File: src/rtl/ltc_multi_phase.sv
// ltc_multi_phase: round-robin traffic light controller for NPH road phases.
// Each phase gets GREEN -> YELLOW -> ALLRED, with an optional pedestrian WALK
// interval inserted after ALLRED. Timing is in whole seconds derived from a
// free-running prescaler; all lamp outputs are registered and one-hot per phase.
module ltc_multi_phase #(
    parameter int CLK_HZ      = 1000,
    parameter int NPH         = 2,
    parameter int PW          = 1,
    parameter int SEC_W       = 8,
    parameter int GREEN_S     = 30,
    parameter int YELLOW_S    = 3,
    parameter int ALLRED_S    = 1,
    parameter int PED_S       = 10,
    parameter int MIN_GREEN_S = 5
) (
    input  logic             clk,
    input  logic             rst,
    input  logic             N,
    output logic [NPH-1:0]   grn,
    output logic [NPH-1:0]   yel,
    output logic [NPH-1:0]   red,
    output logic             walk,
    output logic [PW-1:0]    phase,
    output logic [SEC_W-1:0] sec_left,
    output logic             ped_pending
);

    localparam int CW = (CLK_HZ > 1) ? $clog2(CLK_HZ) : 1;
    localparam int SEC_MAX = (2 ** SEC_W) - 1;

    // Out-of-range parameters are rejected at elaboration.
    if (CLK_HZ < 1 || NPH < 2 || PW < $clog2(NPH) ||
        GREEN_S < 1 || YELLOW_S < 1 || ALLRED_S < 1 || PED_S < 1 ||
        MIN_GREEN_S < 1 || MIN_GREEN_S > GREEN_S ||
        GREEN_S > SEC_MAX || YELLOW_S > SEC_MAX ||
        ALLRED_S > SEC_MAX || PED_S > SEC_MAX) begin : g_bad_params
        $error("ltc_multi_phase: parameter out of range");
    end

    localparam logic [CW-1:0]    TC        = CW'(CLK_HZ - 1);
    localparam logic [PW-1:0]    LAST_PH   = PW'(NPH - 1);
    localparam logic [SEC_W-1:0] GREEN_L   = SEC_W'(GREEN_S);
    localparam logic [SEC_W-1:0] YELLOW_L  = SEC_W'(YELLOW_S);
    localparam logic [SEC_W-1:0] ALLRED_L  = SEC_W'(ALLRED_S);
    localparam logic [SEC_W-1:0] PED_L     = SEC_W'(PED_S);
    // Elapsed green seconds = GREEN_S - sec_left + 1; the cut is allowed once
    // that reaches MIN_GREEN_S, i.e. once sec_left has fallen to this value.
    localparam logic [SEC_W-1:0] CUT_LEFT  = SEC_W'(GREEN_S + 1 - MIN_GREEN_S);

    typedef enum logic [1:0] {S_GREEN, S_YELLOW, S_ALLRED, S_WALK} state_t;

    state_t           state, state_nxt;
    logic [CW-1:0]    cnt;
    logic             tick;
    logic [PW-1:0]    phase_nxt;
    logic [SEC_W-1:0] sec_nxt;
    logic             ped_nxt;
    logic [NPH-1:0]   grn_nxt, yel_nxt, red_nxt;
    logic             walk_nxt;

    assign tick = (cnt == TC);

    // State register: prescaler, FSM state, counters and registered lamps.
    always_ff @(posedge clk) begin
        // NOTE: sequential state uses non-blocking assignments so every register
        // samples the pre-edge values regardless of statement order.
        if (!rst) begin
            cnt         <= '0;
            state       <= S_GREEN;
            phase       <= '0;
            sec_left    <= GREEN_L;
            ped_pending <= 1'b0;
            grn         <= NPH'(1);
            yel         <= '0;
            red         <= ~NPH'(1);
            walk        <= 1'b0;
        end else begin
            cnt         <= tick ? '0 : cnt + 1'b1;
            state       <= state_nxt;
            phase       <= phase_nxt;
            sec_left    <= sec_nxt;
            ped_pending <= ped_nxt;
            grn         <= grn_nxt;
            yel         <= yel_nxt;
            red         <= red_nxt;
            walk        <= walk_nxt;
        end
    end

    // Next-state logic: second countdown, pedestrian cut and phase rotation.
    always_comb begin
        // NOTE: every output of this block gets a default first, so no path
        // leaves a variable unassigned and no latch is inferred.
        state_nxt = state;
        phase_nxt = phase;
        sec_nxt   = sec_left;
        ped_nxt   = ped_pending;

        if (N && state != S_WALK) ped_nxt = 1'b1;

        if (tick) begin
            sec_nxt = sec_left - 1'b1;
            unique case (state)
                S_GREEN: begin
                    if (sec_left == 1 || (ped_pending && sec_left <= CUT_LEFT)) begin
                        state_nxt = S_YELLOW;
                        sec_nxt   = YELLOW_L;
                    end
                end
                S_YELLOW: begin
                    if (sec_left == 1) begin
                        state_nxt = S_ALLRED;
                        sec_nxt   = ALLRED_L;
                    end
                end
                S_ALLRED: begin
                    if (sec_left == 1) begin
                        if (ped_pending) begin
                            // Entering WALK consumes the request, even if N is high now.
                            state_nxt = S_WALK;
                            sec_nxt   = PED_L;
                            ped_nxt   = 1'b0;
                        end else begin
                            state_nxt = S_GREEN;
                            sec_nxt   = GREEN_L;
                            phase_nxt = (phase == LAST_PH) ? '0 : phase + 1'b1;
                        end
                    end
                end
                S_WALK: begin
                    if (sec_left == 1) begin
                        state_nxt = S_GREEN;
                        sec_nxt   = GREEN_L;
                        phase_nxt = (phase == LAST_PH) ? '0 : phase + 1'b1;
                    end
                end
                default: ;
            endcase
        end
    end

    // Output decode of the upcoming state, registered above so lamps never glitch.
    always_comb begin
        logic [NPH-1:0] sel;
        sel      = NPH'(1) << phase_nxt;
        grn_nxt  = '0;
        yel_nxt  = '0;
        red_nxt  = '1;
        walk_nxt = 1'b0;
        unique case (state_nxt)
            S_GREEN: begin
                grn_nxt = sel;
                red_nxt = ~sel;
            end
            S_YELLOW: begin
                yel_nxt = sel;
                red_nxt = ~sel;
            end
            S_WALK:   walk_nxt = 1'b1;
            default: ;
        endcase
    end

endmodule

File: config.mk
export PLATFORM = sky130hd
export DESIGN_NAME = ltc_multi_phase
export DESIGN_NICKNAME = d
export VERILOG_FILES = /design/src/rtl/ltc_multi_phase.sv
export SDC_FILE = /design/constraint.sdc
export NUM_CORES = 1
export LEC_CHECK = 0
export CORE_UTILIZATION = 25
export DETAILED_ROUTE_END_ITERATION = 10
export PLACE_DENSITY = 0.48
export SETUP_SLACK_MARGIN = 0.5
export SLEW_MARGIN = 20
export SYNTH_ARGS = -nofsm -noshare
export SYNTH_HDL_FRONTEND = slang
export SYNTH_SLANG_ARGS = --single-unit
File: constraint.sdc
create_clock -name clk -period 1.7 [get_ports clk]
set_input_delay 0.255 -clock clk [delete_from_list [all_inputs] [get_ports clk]]
set_output_delay 0.255 -clock clk [all_outputs]
set_load 0.05 [all_outputs]
==> impl_metrics.py <==
metrics = {
    "run_status": {
        "run_status": "complete, but fails checks",
        "violations": "negative setup slack",
    },
    "cts": {
        "path_clk_slew_ps": 60,
        "ctsHoldBuffers": 0,
        "cts_made_buffers": 5,
        "cts_root_buffer": "clkbuf_8",
        "cts_tree": "yes",
        "cts_num_sinks": 29,
        "cts_buffer_depth": 2,
        "htreeDepth": 2,
        "clkLatencyLatePin_ps": 280,
    },
    "detailed_routing": {
        "vias": 1377,
        "totalWireLength_mm": 3.98,
        "wl_per_cell_um": 13.7,
        "drc": 0,
        "ant_nets": 0,
        "dr.pass1.iters": 5,
        "drt-initial-drc-count": 134,
        "routed_via_density": 4.75,
    },
    "yosys": {
        "syn-cell-area_sq_um": 1410,
        "ys_seq_area_share_pct": 41.3,
        "ys.flop_type": "dfxtp_1",
        "syn_nets": 164,
        "syn_inst": 157,
        "synth.avg_cell_area_sq_um": 8.96,
        "async_reset_ff_share_pct": 0,
        "synth_edf_count": 0,
        "ys_ff_latch": 29,
        "synth_cell_types": 44,
        "ys.warnings.count": 0,
    },
    "placed_design": {
        "dp_hpwl_mm": 2.76,
        "dp_slack_ps": -47.7,
        "gp_congestion": 0.784,
        "place_area_sq_um": 1920,
        "io_buffers": 19,
    },
    "worst_setup_path": {
        "crit_top_cell": "buf_4",
        "cp.arrival_ps": 1940,
        "r2r_slack_ps": -80,
        "path_max_fanout": 10,
        "cp_slowest_cell": "dfxtp_2",
        "r2r-start": "cnt[0]$_SDFF_PP0_",
        "worstSetupStartpoint": "cnt[0]$_SDFF_PP0_",
        "path_cells": "ha_4 -> nand4b_1 -> buf_4 -> nor3_4 -> buf_4 -> buf_6 -> nand2_1 -> o32a_1",
        "required_ps": 1860,
        "endpoint": "sec_left[1]$_SDFFE_PN1N_",
        "r2r-end": "sec_left[1]$_SDFFE_PN1N_",
        "cp-start-kind": "flop",
        "max_stage_delay_ps": 350,
        "endpoint_kind": "flop",
        "setup.worst_path.class": "reg -> reg",
        "worstRegToRegCells": 8,
    },
    "sta": {
        "setup_slack_ps": -75.1,
        "rsz0062_at_grt": "yes",
        "final_hold_viol_count": 0,
        "slew_headroom_pct": 73.1,
        "worst_pin_slew_ps": 402,
        "post-route-period-util_pct": 104,
        "tns_ps": -248,
        "period_needed_ps": 1780,
        "max_freq_mhz": 563,
        "finalMaxSlewViolations": 0,
        "setup_violations": 7,
        "clock_skew_ps": 2.72,
    },
    "pwr": {
        "p_per_area_nw_per_um2": 625,
        "p_leak_nw": 0.929,
        "vdd_drop_max_v": 0.000232,
        "p_total_mw": 1.42,
    },
    "layout": {
        "final_net_count": 226,
        "fillers": 510,
        "synthToLayoutAreaGrowth_pct": 61.8,
        "drive_above_1_share_pct": 47.3,
        "design_area_sq_um": 2280,
        "diodes": 0,
    },
    "grt": {
        "antenna_found_initial": 0,
        "grt_pass1_vias": 1311,
        "grt_max_degree": 13,
        "grt_pass1_wl_mm": 6.05,
        "track_usage_pct": 13.2,
        "grt-ovfl-total": 0,
    },
    "floorplanning": {
        "num_rows": 26,
        "die_w_um": 77,
        "start_util_pct": 26.7,
        "ios": 20,
        "core_area_sq_um": 5270,
        "die_h_um": 77,
        "dieArea_sq_um": 5930,
    },
    "worst_hold_path": {
        "hp-class": "reg -> reg",
    },
    "flow_run": {
        "maxCapViolations": 0,
    },
}
final cells by class:
cell class | count | area [sq um] | area share (%)
Multi-Input combinational cell | 115 | 875 | 38.4
Sequential cell | 29 | 611 | 26.8
Clock buffer | 8 | 111 | 4.89
Inverter | 5 | 21.3 | 0.935
Timing Repair Buffer | 63 | 571 | 25.1
Tap cell | 70 | 87.6 | 3.85
Yosys cell counts (3+ instances only):
library cell / instances / area (sq um)
a21oi_1: 7 / 35.0
and2_1: 3 / 18.8
and3_1: 9 / 56.3
clkbuf_1: 6 / 22.5
dfxtp_1: 29 / 581
ha_1: 4 / 50.1
inv_1: 5 / 18.8
nand2_1: 9 / 33.8
nand3_1: 4 / 20.0
nand4_1: 4 / 25.0
nand4b_1: 3 / 26.3
nor2_1: 18 / 67.6
o21ai_0: 8 / 40.0
o21ai_1: 3 / 15.0
or3_1: 3 / 18.8
xnor2_1: 5 / 43.8
worst min-delay path by stage:
stage                            from                end  slack (ps)  cells after the start
floorplan           cnt[0]$_SDFF_PP0_  cnt[0]$_SDFF_PP0_         420                      1
global placement    cnt[9]$_SDFF_PP0_  cnt[9]$_SDFF_PP0_         470                      2
detailed placement  cnt[9]$_SDFF_PP0_  cnt[9]$_SDFF_PP0_         490                      2
CTS                 cnt[9]$_SDFF_PP0_  cnt[9]$_SDFF_PP0_         500                      2
global route        cnt[9]$_SDFF_PP0_  cnt[9]$_SDFF_PP0_         510                      2
finish              cnt[9]$_SDFF_PP0_  cnt[9]$_SDFF_PP0_         490                      2
cells by family after synthesis:
| group | synth area share, % |
|---|---|
| simple gates | 29.3 |
| compound gates | 16.0 |
| flops | 41.3 |
| buf+inv | 4.00 |
| xor+xnor | 4.36 |
| fa+ha+maj | 3.56 |
| mux | 1.51 |
worst max-delay path, delay by kind of cell, from the launching register on:
family | cells | cell delay, ps
buffers and inverters | 3 | 440
DFF | 1 | 350
AOI/OAI and AO/OA | 1 | 320
adders and majority gates | 1 | 140
and+or+nand+nor | 3 | 390
registers in the layout (all words and copies together), names as in the netlist:
| register | cells |
|---|---|
| cnt | 10 |
| grn | 2 |
| ped_pending | 1 |
| phase | 1 |
| red | 2 |
| sec_left | 8 |
| state | 2 |
| walk | 1 |
| yel | 2 |
routing by layer:
metal	vias up	track usage, %	wire, um	part of all wire [%]
met3	10	4.88	168	4.2
met1	633	15.4	1670	42
met4	0	6.04	74	1.9
li1	699	-	-	-
met5	-	0	0	0
met2	35	21.3	2060	52
cell usage in the layout, fill, tap and decap left out, types with 6 or more instances in the layout:
| cell | n |
|---|---|
| buf_4 | 39 |
| dfxtp_2 | 6 |
| buf_6 | 14 |
| dfxtp_1 | 17 |
| buf_8 | 6 |
| nand2_1 | 9 |
| a21oi_1 | 6 |
| dfxtp_4 | 6 |
| clkbuf_8 | 6 |
| o21ai_0 | 7 |
| nor2_1 | 16 |
| and3_1 | 6 |
what timing repair did:
item                                    CTS  global route
endpoints found under the setup margin   36            34
pin swaps                                 8            11
gates resized for setup                  29            21
hold endpoints to repair                  0             0
buffers inserted                          4            10
per-stage QoR:
stage	cells	util [%]	hold slack, ps
2_1_floorplan	157	-	424
3_5_place_dp	268	36.5	488
3_3_place_gp	268	36.5	472
4_1_cts	280	40.5	495
6_report	290	43.2	488
5_1_grt	290	43.2	512
power by group:
part | internal, mW | switching, mW | total, mW
sequential | 0.679 | 0.00754 | 0.687
clock | 0.418 | 0.258 | 0.676
combinational | 0.0264 | 0.0327 | 0.0590
Power figures use the tool's default switching activity.
